### src/rtl/div_radix2_seq.sv
// div_radix2_seq: multi-cycle restoring divider (1 quotient bit/cycle), signed/unsigned, returns {remainder, quotient}
module div_radix2_seq #(
  parameter int DATA_W = 32,
  parameter int CNT_W  = 6
) (
  input  logic                clk,
  input  logic                rst,
  input  logic                signed_div_i,
  input  logic [DATA_W-1:0]   opdata1_i,
  input  logic [DATA_W-1:0]   opdata2_i,
  input  logic                start_i,
  input  logic                annul_i,
  output logic [2*DATA_W-1:0] result_o,
  output logic                ready_o
);
  typedef enum logic [1:0] {FREE, BYZERO, ON, END} state_t;
  state_t state, state_n;
  logic [CNT_W-1:0] cnt, cnt_n;
  logic [DATA_W-1:0] rem, rem_n, quo, quo_n, dvs, dvs_n;
  logic neg_q, neg_q_n, neg_r, neg_r_n, ready_n;
  logic [2*DATA_W-1:0] result_n;
  logic [DATA_W:0] tmp;
  logic [DATA_W-1:0] sub, abs1, abs2, quo_fix, rem_fix;
  logic lt;
  assign tmp     = {rem, quo[DATA_W-1]};
  assign lt      = tmp < {1'b0, dvs};
  assign sub     = tmp[DATA_W-1:0] - dvs;
  assign abs1    = (signed_div_i && opdata1_i[DATA_W-1]) ? -opdata1_i : opdata1_i;
  assign abs2    = (signed_div_i && opdata2_i[DATA_W-1]) ? -opdata2_i : opdata2_i;
  assign quo_fix = neg_q ? -quo : quo;
  assign rem_fix = neg_r ? -rem : rem;
  always_comb begin
    state_n  = state;
    cnt_n    = cnt;
    rem_n    = rem;
    quo_n    = quo;
    dvs_n    = dvs;
    neg_q_n  = neg_q;
    neg_r_n  = neg_r;
    ready_n  = ready_o;
    result_n = result_o;
    case (state)
      FREE: begin
        ready_n  = 1'b0;
        result_n = '0;
        if (start_i && !annul_i) begin
          state_n = (opdata2_i == '0) ? BYZERO : ON;
          cnt_n   = '0;
          rem_n   = '0;
          quo_n   = abs1;
          dvs_n   = abs2;
          neg_q_n = signed_div_i && (opdata1_i[DATA_W-1] ^ opdata2_i[DATA_W-1]);
          neg_r_n = signed_div_i && opdata1_i[DATA_W-1];
        end
      end
      BYZERO: begin
        state_n = annul_i ? FREE : END;
        quo_n   = '0;
        rem_n   = '0;
      end
      ON: begin
        if (annul_i) state_n = FREE;
        else begin
          rem_n   = lt ? tmp[DATA_W-1:0] : sub;
          quo_n   = {quo[DATA_W-2:0], ~lt};
          cnt_n   = cnt + 1'b1;
          state_n = (cnt == CNT_W'(DATA_W - 1)) ? END : ON;
        end
      end
      default: begin
        state_n  = start_i ? END : FREE;
        ready_n  = start_i;
        result_n = start_i ? {rem_fix, quo_fix} : '0;
      end
    endcase
  end
  always_ff @(posedge clk or posedge rst) begin
    if (rst) begin
      state    <= FREE;
      cnt      <= '0;
      rem      <= '0;
      quo      <= '0;
      dvs      <= '0;
      neg_q    <= 1'b0;
      neg_r    <= 1'b0;
      ready_o  <= 1'b0;
      result_o <= '0;
    end else begin
      state    <= state_n;
      cnt      <= cnt_n;
      rem      <= rem_n;
      quo      <= quo_n;
      dvs      <= dvs_n;
      neg_q    <= neg_q_n;
      neg_r    <= neg_r_n;
      ready_o  <= ready_n;
      result_o <= result_n;
    end
  end
endmodule

### config.mk
export PLATFORM = sky130hd
export DESIGN_NAME = div_radix2_seq
export DESIGN_NICKNAME = d
export VERILOG_FILES = /design/src/rtl/div_radix2_seq.sv
export SDC_FILE = /design/constraint.sdc
export NUM_CORES = 1
export LEC_CHECK = 0
export ABC_AREA = 1
export BUFFER_PORTS_ARGS = -buffer_cell sky130_fd_sc_hd__buf_2
export CAP_MARGIN = 20
export CORE_MARGIN = 1.5
export CORE_UTILIZATION = 50
export CTS_BUF_LIST = sky130_fd_sc_hd__clkbuf_4
export DETAILED_ROUTE_END_ITERATION = 12
export PLACE_DENSITY = 0.76
export SLEW_MARGIN = 20
export SYNTH_ARGS = -nofsm -noshare
export SYNTH_HDL_FRONTEND = slang
export SYNTH_SLANG_ARGS = --single-unit
### constraint.sdc
create_clock -name clk -period 6.32 [get_ports clk]
set_clock_uncertainty 0.2 [all_clocks]
set_input_delay 0.632 -clock clk [delete_from_list [all_inputs] [get_ports clk]]
set_output_delay 0.632 -clock clk [all_outputs]
set_load 0.02 [all_outputs]
==> out/qor.yml, run 1 <==
outcome:
  outcome: "finished clean"
die:
  dieArea_mm2: 0.0276
  ios: 134
  die_h_um: 166
  core_mm2: 0.0261
  dieWidth_um: 166
  placement_rows: 59
  start_util_pct: 51.0
global_route:
  grt_usage_pct: 30.7
  met3_usage_pct: 4.55
  grt_max_degree: 89
  overflow: 0
  first_global_vias: 12900
  antenna_found_initial: 1
  grt.met1_usage_pct: 43.7
  grt_first_pass_wirelength_mm: 67.8
  grt_use_met2_pct: 46.8
  grt.busiest_layer: "met2"
clock_network:
  cts-resized-gates: 0
  clock-sinks: 171
  cts_made_buffers: 17
  cts-htree-levels: 4
  cts_root_buf: "clkbuf_4"
  cts_tree: "done"
  clk_pin_slew_ps: 160
  insertion_delay_ps: 630
  clockBufferDepth: 2
power:
  p_sw_share_pct: 57.1
  ir_worst_vdd_v: 0.000306
  p_comb_share_pct: 64.9
  internal_power_mw: 3.17
  netSwitchingPower_mw: 4.21
  power_density_mw_per_mm2: 512
  p_clk_share_pct: 8.7
  seq_power_share_pct: 26.3
  p_leak_nw: 7.94
setup_path:
  critPathArrivalTime_ps: 3910
  crit_family: "buffers and inverters"
  path_cells: "inv_1 > ha_2 > inv_1 > nor2_2 > clkinv_1 > a21oi_1 > o21ai_0 > o21ai_0"
  critical_path_buf_inv_count: 3
  worstPathRequired_ps: 6660
  worstSetupEndpointType: "flip-flop"
  critPathKind: "reg2reg"
  cp_max_fo: 43
  cp-start-kind: "flip-flop"
  slowest_delay_ps: 1040
  cp_slowest_cell: "clkinv_1"
synth:
  ys_types: 50
  synth_edf_count: 0
  yosysMostFrequentCell: "nand2_1"
  synth_fp_nets: 2181
  ys_top_cells_by_count: "nand2_1, inv_1, nand3_1"
  syn_area_mm2: 0.0133
  avgSynthCellArea_um2: 6.42
  syn_inst: 2070
  yosysSeqAreaShare_pct: 32.2
  async_reset_ff_share_pct: 100
  synth_top_area_share_pct: 32.2
  yosysTopAreaCell: "dfrtp_1"
  yosysWarnings: 0
  synthFlopType: "dfrtp_1"
  synthTopCellsByArea: "dfrtp_1, nand2_1, nand3_1"
  synth_seq_cells: 171
timing:
  worst_slew_pin_slew_ps: 1010
  relSlewSlack_pct: 32.8
  post-route-period-util_pct: 56.5
  finalSetupViolCount: 0
  worst_slack_ps: 2750
  rsz0062_at_grt: "false"
  period_needed_ps: 3570
  finalMaxSlewViolations: 0
  fin_setup_tns_ps: 0
  hold_viol: 0
  timing.fmax_ghz: 0.280
placement:
  port_buffers: 133
  place_congestion: 0.990
  post-place-ws_ps: 3090
  dpl_cell_area_mm2: 0.0141
  hpwl_mm: 32.8
hold_path:
  worstHoldPathType: "in2reg"
job:
  maxCapViolCount: 0
routing:
  vias: 14000
  drtIter0Drc: 1653
  drtPass1Iterations: 7
  postRouteAntennaNets: 0
  routed_wl_mm: 42.1
  via_per_inst: 5.56
  wl_per_cell_um: 16.8
  drc: 0
cells_and_area:
  final_util_pct: 55.3
  nets: 2276
  area_growth_pct: 8.42
  stdcell_area_mm2: 0.0144
  drive_above_1_share_pct: 11.0
-- path summary, 6_finish.rpt --
kind | start | endpoint | cells past startpoint | slack [ps]
worst max-delay path | state[0] | neg_q | 8 | 2750
worst min-delay path | opdata1_i[30] | quo[30] | 4 | 90
worst max register to register | state[0] | neg_q | 8 | 2750
worst min register to register | result_o[54] | result_o[54] | 2 | 300
max in group asynchronous | rst | rem[16] | 4 | 4100
min in group asynchronous | rst | dvs[18] | 3 | 490
-- cells by family after synthesis --
logic type,count (synthesis),synth area share [%]
compound gates,303,12.9
xor+xnor,34,2.24
fa+ha+maj,42,4.01
buf+inv,378,11.3
flops,171,32.2
simple gates,1142,37.4
-- cell usage in the layout (no fill, tap or decap), types with 6 or more instances in the layout --
master	instances
clkbuf_4	18
o31ai_1	6
xnor2_1	18
nand2_2	11
nor2_2	10
xor2_1	16
nand4_1	31
buf_4	6
inv_2	12
a22oi_1	22
inv_6	6
ha_1	40
o21ai_1	23
a32o_1	7
nor2_1	165
a21oi_1	96
nor3_1	25
o21ai_0	127
dfrtp_1	171
nand3_1	239
nand3_2	6
buf_2	133
inv_1	299
nand2_1	624
-- state kept, by name, summed over array words and instances, names as in the netlist --
signal	flops
result_o	64
rem	32
neg_q	1
neg_r	1
cnt	6
quo	32
dvs	32
ready_o	1
state	2
-- worst min-delay path, stage by stage --
cell and delay (ps):
buf_2 90, nand2_1 50, nand3_1 60, a21oi_1 60
-- power by group through the flow --
stage | Clock (mW) | Combinational [mW] | Sequential, mW
2_1_floorplan | 0 | 3.38 | 1.98
3_3_place_gp | 0 | 4.64 | 1.94
3_5_place_dp | 0 | 4.71 | 1.95
4_1_cts | 0.647 | 4.73 | 1.93
5_1_grt | 0.691 | 5.34 | 1.99
6_report | 0.643 | 4.79 | 1.94
-- timing repair --
item | 4_1_cts | 5_1_grt
hold buffers | 1 | 0
endpoints found under the hold margin | 40 | 0
setup buffers | 0 | 0
-- through the flow --
step | std cells | total power [mW] | hold slack, ps
floorplan | 2070 | 5.36 | 249
global placement | 2480 | 6.58 | 262
detailed placement | 2480 | 6.66 | 262
CTS | 2513 | 7.31 | 79.6
global route | 2514 | 8.02 | 73.6
finish | 2514 | 7.38 | 92.6
-- area by class of cell --
cell class              count  area [um^2]
diodes                      1         2.50
clock buffers              18          135
clock inverters            14          126
fillers                  2606        11600
inverters                 313         1180
multi-input cells        1521         7530
flip-flops and latches    171         4280
well taps                 335          419
repair buffers            141          732
-- layer usage --
metal | part of all wire (%) | wire length (um)
met5 | 0 | 0
met4 | 4.3 | 1790
met3 | 7.5 | 3150
met2 | 43 | 18200
met1 | 45 | 19000
Note: power is estimated with default switching activity, not from simulation.
==> inputs of run 2 (changes only) <==
==> constraint.sdc (replaced) <==
create_clock -name clk -period 3.5 [get_ports clk]
set_clock_uncertainty 0.2 [all_clocks]
set_input_delay 0.35 -clock clk [delete_from_list [all_inputs] [get_ports clk]]
set_output_delay 0.35 -clock clk [all_outputs]
set_load 0.02 [all_outputs]
==> out/qor.yml, run 2 (same netlist as run 1, synthesis figures left out) <==
hold_path:
  worstHoldStart: "opdata2_i[3]"
  worstHoldPathType: "in2reg"
power:
  seq_power_share_pct: 25.6  # -0.7 points
  p_sw_share_pct: 57.0  # -0.13 points
  internal_power_mw: 5.83  # +84%
  ir_worst_vdd_v: 0.000923  # +200%
  netSwitchingPower_mw: 7.71  # +83%
  power_density_mw_per_mm2: 891  # +74%
  p_clk_share_pct: 9.6  # +0.9 points
  p_comb_share_pct: 64.8  # about the same
  p_leak_nw: 8.26  # +4.1%
setup_path:
  cp_max_fo: 33  # -23%
  ff2ff_path_depth: 14  # +6
  critical_path_buf_inv_count: 2  # -1
  startpoint: "rem[6]"
  path_cells: "ha_1 > nand2_2 > inv_2 > nand2_1 > nand2_1 > inv_2 > nand3_2 > nand2_2 > nand2_2 > nand2_4 > nand2_4 > nand2_1 > nand3_1 > o21ai_1"
  reg2reg_to: "rem[7]"
  worstSetupEndpointType: "flip-flop"
  slowest_delay_ps: 500  # -540 ps
  timing.rr.start: "rem[6]"
  critPathArrivalTime_ps: 3210  # -700 ps
  worstPathRequired_ps: 3840  # -2820 ps
  cp-start-kind: "flip-flop"
  critPathKind: "reg2reg"
  crit_family: "simple AND/OR/NAND/NOR gates"
  endpoint: "rem[7]"
  cp_slowest_cell: "dfrtp_1"
  reg2reg_slack_ps: 630  # -2110 ps
  cp.depth: 14  # +6
routing:
  wl_per_cell_um: 16.5  # -1.4%
  drtPass1Iterations: 6  # -1
  drtIter0Drc: 1366  # -17%
  drc: 0  # unchanged
  vias: 14400  # +2.8%
  postRouteAntennaNets: 0  # unchanged
  routed_wl_mm: 42.7  # +1.4%
  via_per_inst: 5.56  # about the same
clock_network:
  cts_tree: "done"
  cts-htree-levels: 4  # unchanged
  clockBufferDepth: 2  # unchanged
  insertion_delay_ps: 610  # -20 ps
  post-cts-setup-buffers: 0  # unchanged
  cts_root_buf: "clkbuf_4"
  cts_made_buffers: 17  # unchanged
  clk_pin_slew_ps: 180  # +20 ps
  clock-sinks: 171  # unchanged
timing:
  worst_slew_pin_slew_ps: 988  # -19.3 ps
  hold_viol: 0  # unchanged
  post-route-period-util_pct: 81.9  # +25 points
  fin_setup_tns_ps: 0  # unchanged
  worst_slack_ps: 633  # -2110 ps
  relSlewSlack_pct: 34.1  # +1.3 points
  finalSetupViolCount: 0  # unchanged
  finalMaxSlewViolations: 0  # unchanged
  timing.fmax_ghz: 0.349  # +25%
  rsz0062_at_grt: "false"
  period_needed_ps: 2870  # -705 ps
cells_and_area:
  max_flop_register: "result_o"
  nets: 2348  # +3.2%
  final_cell_mix: "nand2_1, inv_1, nand3_1"
  drive_above_1_share_pct: 10.9  # -0.086 points
  layout.cells.non_filler: 2586  # +2.9%
  layout_commonest_cell: "nand2_1"
  area_growth_pct: 14.3
  stdcell_area_mm2: 0.0152  # +5.4%
  final_util_pct: 58.3  # +3.0 points
  fill_cells: 2509  # -3.7%
  largest_register_ffs: 64  # unchanged
job:
  maxCapViolCount: 0  # unchanged
global_route:
  antenna_found_initial: 1  # unchanged
  grt_usage_pct: 31.0  # +0.29 points
  grt_first_pass_wirelength_mm: 68.9  # +1.6%
  first_global_vias: 13400  # +3.4%
  overflow: 0  # unchanged
  grt_max_degree: 172  # +93%
placement:
  port_buffers: 133  # unchanged
  post-place-ws_ps: 712  # -2380 ps
  hpwl_mm: 32.3  # -1.3%
  place_congestion: 1.01  # +1.7%
  dpl_cell_area_mm2: 0.0142  # +0.40%
  place_inst: 2486  # +0.24%
die:
  ios: 134  # unchanged
  die_h_um: 166  # unchanged
  start_util_pct: 51.0  # unchanged
  dieWidth_um: 166  # unchanged
  core_mm2: 0.0261  # unchanged
  placement_rows: 59  # unchanged
  dieArea_mm2: 0.0276  # unchanged
outcome:
  outcome: "finished clean"
==> run 2: worst min-delay path by stage <==
stage / endpoint / slack (ps) / cells past startpoint
floorplan: dvs[16] / 250 / 2
global placement: result_o[47] / 260 / 2
detailed placement: result_o[59] / 260 / 2
CTS: dvs[3] / 20 / 4
global route: dvs[3] / 30 / 4
finish: dvs[3] / 40 / 4
==> run 2: power groups by stage <==
stage	Combinational (mW)	Clock (mW)	Sequential, mW
finish	8.77	1.30	3.47
global route	9.74	1.39	3.55
CTS	8.64	1.31	3.44
detailed placement	8.54	0	3.48
global placement	8.43	0	3.46
floorplan	6.11	0	3.57
==> run 2: final cells by class <==
type                       count  area [um^2]  share of cell area (%)
antenna                        1         2.50                  0.0165
clock buffer                  17          128                   0.840
clock inverter                15          204                    1.34
inverter                     313         1180                    7.76
multi-input combinational   1521         7530                    49.6
sequential                   171         4280                    28.2
tap                          335          419                    2.76
timing repair buffer         213         1450                    9.52
==> run 2: per-stage QoR <==
| step | hold WS (ps) | total power [mW] |
|---|---|---|
| final | 35.4 | 13.5 |
| after global routing | 31.9 | 14.7 |
| after CTS | 17.4 | 13.4 |
| after detailed placement | 262 | 12.0 |
| after global placement | 259 | 11.9 |
| after floorplan | 249 | 9.68 |
==> run 2: worst min-delay path, stage by stage <==
cell     delay [ps]
buf_2           100
inv_1            70
xor2_1          180
o21ai_0          90
==> run 2: timing repair <==
| item | in CTS | in global routing |
|---|---|---|
| hold buffers | 67 | 0 |
| endpoints found under the hold margin | 240 | 0 |
| resized for setup | 0 | 0 |
==> run 2: per-layer routing <==
metal | routed length, um | vias up | global-route usage [%] | share of wire (%)
li1 | - | 6999 | - | -
met1 | 19200 | 6656 | 44.5 | 45
met3 | 3150 | 86 | 4.03 | 7.4
met5 | 0 | - | 0 | 0
met2 | 19000 | 637 | 48.2 | 45
met4 | 1360 | 0 | 10.7 | 3.2
